<file path="src/rtl/ldm_stm_mem_addr_sequencer.sv">
// ldm_stm_mem_addr_sequencer
// Memory-side address sequencer for LDM/STM block transfers. Takes a 16-bit
// register list, a base address and the P/U addressing bits, then issues one
// word address per listed register, lowest register at the lowest address,
// advancing on mem_ready_in. On completion it pulses done_out and presents
// the base-register writeback value.
//
// Ports:
//   clk_in            clock, rising edge
//   reset_in          synchronous active-high reset
//   ldm_stm_start_in  start strobe, sampled only when idle
//   data_in[15:0]     register list (bit i = register i transferred)
//   base_addr_in[31:0] base register value Rn
//   pre_index_in      P bit (1 = pre-index)
//   up_in             U bit (1 = increment)
//   mem_ready_in      memory completes the current beat
//   mem_req_out       beat valid
//   mem_addr_out[31:0] word address of the current beat
//   reg_addr_out[3:0] register index of the current beat
//   last_out          current beat is the final one
//   busy_out          transfer in progress (beats or done cycle)
//   done_out          one-cycle completion pulse
//   wb_addr_out[31:0] writeback value for Rn
module ldm_stm_mem_addr_sequencer (
  input  logic        clk_in,
  input  logic        reset_in,
  input  logic        ldm_stm_start_in,
  input  logic [15:0] data_in,
  input  logic [31:0] base_addr_in,
  input  logic        pre_index_in,
  input  logic        up_in,
  input  logic        mem_ready_in,
  output logic        mem_req_out,
  output logic [31:0] mem_addr_out,
  output logic [3:0]  reg_addr_out,
  output logic        last_out,
  output logic        busy_out,
  output logic        done_out,
  output logic [31:0] wb_addr_out
);

  typedef enum logic [1:0] {S_IDLE, S_ADDR, S_DONE} state_t;

  function automatic logic [4:0] popcount16(input logic [15:0] v);
    logic [4:0] c;
    c = 5'd0;
    for (int i = 0; i < 16; i++) c = c + {4'd0, v[i]};
    return c;
  endfunction

  function automatic logic [3:0] lowest_idx(input logic [15:0] v);
    logic [3:0] idx;
    idx = 4'd0;
    for (int i = 15; i >= 0; i--) if (v[i]) idx = i[3:0];
    return idx;
  endfunction

  state_t      state_q, state_d;
  logic [15:0] list_q, list_d;
  logic [31:0] addr_q, addr_d, wb_q, wb_d;
  logic [3:0]  reg_q, reg_d;
  logic        req_q, req_d, last_q, last_d, busy_q, busy_d, done_q, done_d;

  logic [4:0]  cnt;
  logic [6:0]  off;
  logic [31:0] off32, lo_addr, wb_calc;
  logic [15:0] list_nxt;

  assign cnt   = popcount16(data_in);
  assign off   = {cnt, 2'b00};
  assign off32 = {25'd0, off};

  // Beats always ascend, so only the lowest address is needed; the four
  // addressing modes differ only in where that lowest word sits.
  always_comb begin
    lo_addr = base_addr_in;
    case ({pre_index_in, up_in})
      2'b01:   lo_addr = base_addr_in;
      2'b11:   lo_addr = base_addr_in + 32'd4;
      2'b00:   lo_addr = base_addr_in - off32 + 32'd4;
      default: lo_addr = base_addr_in - off32;
    endcase
  end

  assign wb_calc  = up_in ? (base_addr_in + off32) : (base_addr_in - off32);
  // Clearing the lowest set bit of the remaining list.
  assign list_nxt = list_q & (list_q - 16'd1);

  always_comb begin
    state_d = state_q;
    list_d  = list_q;
    addr_d  = addr_q;
    wb_d    = wb_q;
    reg_d   = reg_q;
    req_d   = req_q;
    last_d  = last_q;
    busy_d  = busy_q;
    done_d  = done_q;
    case (state_q)
      S_IDLE: begin
        req_d  = 1'b0;
        busy_d = 1'b0;
        done_d = 1'b0;
        if (ldm_stm_start_in) begin
          list_d = data_in;
          busy_d = 1'b1;
          if (cnt != 5'd0) begin
            state_d = S_ADDR;
            req_d   = 1'b1;
            addr_d  = lo_addr;
            reg_d   = lowest_idx(data_in);
            last_d  = (cnt == 5'd1);
            wb_d    = wb_calc;
          end else begin
            state_d = S_DONE;
            done_d  = 1'b1;
            wb_d    = base_addr_in;
          end
        end
      end
      S_ADDR: begin
        if (mem_ready_in) begin
          list_d = list_nxt;
          addr_d = addr_q + 32'd4;
          if (last_q) begin
            state_d = S_DONE;
            req_d   = 1'b0;
            last_d  = 1'b0;
            done_d  = 1'b1;
          end else begin
            reg_d  = lowest_idx(list_nxt);
            last_d = ((list_nxt & (list_nxt - 16'd1)) == 16'd0);
          end
        end
      end
      S_DONE: begin
        state_d = S_IDLE;
        done_d  = 1'b0;
        busy_d  = 1'b0;
      end
      default: state_d = S_IDLE;
    endcase
  end

  // Registered outputs
  always_ff @(posedge clk_in) begin
    if (reset_in) begin
      state_q <= S_IDLE;
      list_q  <= 16'd0;
      addr_q  <= 32'd0;
      wb_q    <= 32'd0;
      reg_q   <= 4'd0;
      req_q   <= 1'b0;
      last_q  <= 1'b0;
      busy_q  <= 1'b0;
      done_q  <= 1'b0;
    end else begin
      state_q <= state_d;
      list_q  <= list_d;
      addr_q  <= addr_d;
      wb_q    <= wb_d;
      reg_q   <= reg_d;
      req_q   <= req_d;
      last_q  <= last_d;
      busy_q  <= busy_d;
      done_q  <= done_d;
    end
  end

  assign mem_req_out  = req_q;
  assign mem_addr_out = addr_q;
  assign reg_addr_out = reg_q;
  assign last_out     = last_q;
  assign busy_out     = busy_q;
  assign done_out     = done_q;
  assign wb_addr_out  = wb_q;

endmodule

</file>
<file path="config.mk">
export PLATFORM = sky130hd
export DESIGN_NAME = ldm_stm_mem_addr_sequencer
export DESIGN_NICKNAME = d
export VERILOG_FILES = /design/src/rtl/ldm_stm_mem_addr_sequencer.sv
export SDC_FILE = /design/constraint.sdc
export NUM_CORES = 1
export LEC_CHECK = 0
export ABC_AREA = 1
export CAP_MARGIN = 20
export CORE_MARGIN = 2
export CORE_UTILIZATION = 45
export DETAILED_ROUTE_END_ITERATION = 10
export PLACE_DENSITY = 0.67
export SLEW_MARGIN = 10
export SYNTH_ARGS = -nofsm -noshare
export SYNTH_HDL_FRONTEND = slang
export SYNTH_SLANG_ARGS = --single-unit
</file>
<file path="constraint.sdc">
create_clock -name clk_in -period 7.2 [get_ports clk_in]
set_clock_uncertainty 0.2 [all_clocks]
set_input_delay 1.44 -clock clk_in [delete_from_list [all_inputs] [get_ports clk_in]]
set_output_delay 1.44 -clock clk_in [all_outputs]
set_load 0.05 [all_outputs]
</file>
==> impl_metrics.env <==
export IMPL_detailedRoute_firstIterationViolations=1037
export IMPL_report_final_slew_viol_count=0
export IMPL_p_leak_nw=5.92
export IMPL_pin_count=126
export IMPL_worst_slew_pin_transition_ns=1.07
export IMPL_worst_slew_margin_rel=0.289
export IMPL_finalCriticalPeriod_ns=6.91
export IMPL_fp_dieW_um=153
export IMPL_report_final_hold_viol_count=0
export IMPL_final_common_cell="sky130_fd_sc_hd__nand2_1"
export IMPL_global_route_wire_length_before_repair_mm=63.3
export IMPL_die_y_um=153
export IMPL_holdCritPathClass="flip-flop to flip-flop"
export IMPL_cts_sink_count=90
export IMPL_synth_top_area_frac=0.181
export IMPL_crit_reg2reg_launch="state_q[1]$_SDFFE_PP0P_"
export IMPL_run_status="complete, no violations"
export IMPL_final_layout_size_suffix_gt1_frac=0.196
export IMPL_worst_setup_hold_path_clk_slew_ns=0.08
export IMPL_dp_slack_ns=-0.600
export IMPL_netlist_area_mm2=0.00993
export IMPL_drt_pass1_iter_count=7
export IMPL_detail_route_wl_per_cell_um=18.5
export IMPL_dieArea_mm2=0.0233
export IMPL_synth_top_cell_by_area="sky130_fd_sc_hd__dfxtp_1"
export IMPL_power_density_mw_per_mm2=390
export IMPL_critPathSlowestCell="sky130_fd_sc_hd__fa_1"
export IMPL_totalWireLength_mm=41.1
export IMPL_fp_rows=54
export IMPL_setup_worst_path_start_class="input pin"
export IMPL_timing_max_cap_violations=0
export IMPL_routabilityCongestion=0.997
export IMPL_synthesis_nets=1798
export IMPL_worst_hold_startpoint="wb_addr_out[18]$_SDFFE_PP0P_"
export IMPL_timing_critical_path_arrival_ns=7.00
export IMPL_cts_htree_levels=3
export IMPL_final_antenna_net_count=0
export IMPL_critical_path_class="input pin to flip-flop"
export IMPL_synth_cell_types=55
export IMPL_yosys_warnings=0
export IMPL_fmax_mhz=145
export IMPL_post_route_worst_setup_slack_ns=0.288
export IMPL_cts_tree="built"
export IMPL_diodes=0
export IMPL_cts_root_buf="sky130_fd_sc_hd__clkbuf_16"
export IMPL_cpPeakStageDelay_ns=0.55
export IMPL_layout_cells_most_common_list="sky130_fd_sc_hd__nand2_1, sky130_fd_sc_hd__inv_1, sky130_fd_sc_hd__buf_4, sky130_fd_sc_hd__nand3_1, sky130_fd_sc_hd__a21oi_1"
export IMPL_clock_insertion_delay_at_the_later_pin_of_the_skew_report_ns=0.36
export IMPL_worstSetupPathDepth=28
export IMPL_cpLargestDelayFamily="adder cells"
export IMPL_grt_util_all_layers=0.341
export IMPL_synth_seq_cells=90
export IMPL_finish_net_count=2029
export IMPL_synth_top_cells_by_area="sky130_fd_sc_hd__dfxtp_1, sky130_fd_sc_hd__nand2_1, sky130_fd_sc_hd__nand3_1"
export IMPL_timing_critical_path_to_type="flip-flop"
export IMPL_synthesis_area_per_instance_um2=5.82
export IMPL_synth_edff_count=0
export IMPL_reg2regPathDepth=15
export IMPL_vias=12600
export IMPL_ir_drop_uv=290
export IMPL_grt_pass1_vias=11600
export IMPL_cts_inserted_buffers=9
export IMPL_syn_to_final_growth_pct=33.7
export IMPL_whs_path_depth=2
export IMPL_largest_net_degree_at_the_start_of_global_routing=64
export IMPL_clock_tree_buffer_depth=2
export IMPL_globalRouteOverflowTotal=0
export IMPL_min_period_over_period=0.960
export IMPL_synth_yosys_seq_area_share=0.181
export IMPL_numPortBuffers=125
export IMPL_avgViaCountPerCell=5.65
export IMPL_initial_utilization=0.457
export IMPL_drt_drc_violations_left=0
export IMPL_post_route_util=0.610
export IMPL_critPathMaxFanout=3
export IMPL_synth_main_ff_cell="sky130_fd_sc_hd__dfxtp_1"
export IMPL_finalSetupViolCount=0
export IMPL_dp_hpwl_mm=31.0
export IMPL_synthArstFlopShare=0
export IMPL_antenna_found_initial=0
export IMPL_core_region_area_mm2=0.0218
export IMPL_worst_setup_path_startpoint="data_in[11]"
export IMPL_cp_required_ns=7.29
export IMPL_netlist_instances=1707
export IMPL_finalHoldWorstSlack_ns=0.266
export IMPL_cp_buffers_inverters=7
export IMPL_rsz0062_at_grt="false"
-- worst register-to-register path: cells and delay by family, from the launching register on --
| kind | cells | cell delay (ns) |
|---|---|---|
| AOI/OAI and AO/OA | 2 | 0.31 |
| adders and majority gates | 1 | 0.17 |
| buffers and inverters | 8 | 1.94 |
| DFF | 1 | 0.37 |
| and+or+nand+nor | 4 | 0.43 |
-- through the flow --
step | instances | TNS (ns) | power (mW) | area, µm²
floorplan | 1707 | 0 | 3.15 | 9930
global placement | 2194 | -13.49 | 4.43 | 12400
detailed placement | 2194 | -14.86 | 4.45 | 12400
CTS | 2216 | 0 | 5.03 | 12900
global route | 2223 | 0 | 5.53 | 13300
finish | 2223 | 0 | 5.18 | 13300
-- where the power goes --
| part | leakage, nW | internal (mW) | switching, mW |
|---|---|---|---|
| Sequential | 0.744 | 0.691 | 0.176 |
| Combinational | 5.03 | 1.34 | 2.49 |
| Clock | 0.139 | 0.247 | 0.232 |
-- Yosys cell counts, types with 3 or more instances --
cell,n
sky130_fd_sc_hd__a21oi_1,151
sky130_fd_sc_hd__a21oi_2,4
sky130_fd_sc_hd__a221oi_1,9
sky130_fd_sc_hd__a31oi_1,28
sky130_fd_sc_hd__and2_1,4
sky130_fd_sc_hd__buf_1,7
sky130_fd_sc_hd__buf_2,16
sky130_fd_sc_hd__buf_6,4
sky130_fd_sc_hd__clkbuf_1,55
sky130_fd_sc_hd__dfxtp_1,90
sky130_fd_sc_hd__fa_1,12
sky130_fd_sc_hd__ha_1,25
sky130_fd_sc_hd__inv_1,188
sky130_fd_sc_hd__inv_2,13
sky130_fd_sc_hd__nand2_1,440
sky130_fd_sc_hd__nand2_2,18
sky130_fd_sc_hd__nand3_1,160
sky130_fd_sc_hd__nand3_2,6
sky130_fd_sc_hd__nand3b_1,4
sky130_fd_sc_hd__nand4_1,27
sky130_fd_sc_hd__nor2_1,141
sky130_fd_sc_hd__nor2_2,21
sky130_fd_sc_hd__nor2_4,14
sky130_fd_sc_hd__nor3_1,27
sky130_fd_sc_hd__nor3_2,6
sky130_fd_sc_hd__nor4_1,11
sky130_fd_sc_hd__o211ai_1,34
sky130_fd_sc_hd__o21a_1,3
sky130_fd_sc_hd__o21ai_0,117
sky130_fd_sc_hd__o21ai_1,6
sky130_fd_sc_hd__o21bai_1,8
sky130_fd_sc_hd__o221ai_1,4
sky130_fd_sc_hd__o31ai_1,4
sky130_fd_sc_hd__or2_2,5
sky130_fd_sc_hd__xor2_1,20
-- logic make-up after synthesis --
logic type,Yosys count,share of synthesized area
and+or+nand+nor,892,0.411
AOI/OAI and AO/OA,382,0.221
adders and majority gates,37,0.0557
buffers and inverters,284,0.112
DFF,90,0.181
xor gates and xnor gates,22,0.0194
-- final timing paths --
check                                       end  slack (ns)
setup / recovery  mem_addr_out[22]$_SDFFE_PP0P_        0.29
hold reg to reg    wb_addr_out[18]$_SDFFE_PP0P_        0.27
setup reg to reg  mem_addr_out[24]$_SDFFE_PP0P_        3.70
hold / removal     wb_addr_out[18]$_SDFFE_PP0P_        0.27
-- routing by layer --
metal	GRT usage	vias up	wire, µm
li1	-	6152	-
met2	0.543	521	18300
met4	0.116	0	1430
met3	0.0600	78	3190
met1	0.466	5802	18200
met5	0	-	0
-- sequential cells by signal (all words and copies together), names as in the netlist --
register      flops
wb_addr_out      32
mem_addr_out     32
mem_req_out       1
reg_addr_out      4
state_q           2
busy_out          1
list_q           16
done_out          1
last_out          1
-- layout make-up --
class                      count  area, µm²
multi-input combinational   1334       7450
clock inverter                 6       47.5
timing repair buffer         301       2630
tap                          280        350
inverter                     202        761
sequential                    90       1800
clock buffer                  10        239
fill                        2158       8480
-- timing repair --
action,4_1_cts,5_1_grt
cloned,0,1
hold buffers,0,0
resized for setup,43,89
endpoints found under the setup margin,20,41
hold endpoints to repair,0,0
setup buffers,6,6
pin swaps,19,52
(Power assumes the default switching activity.)
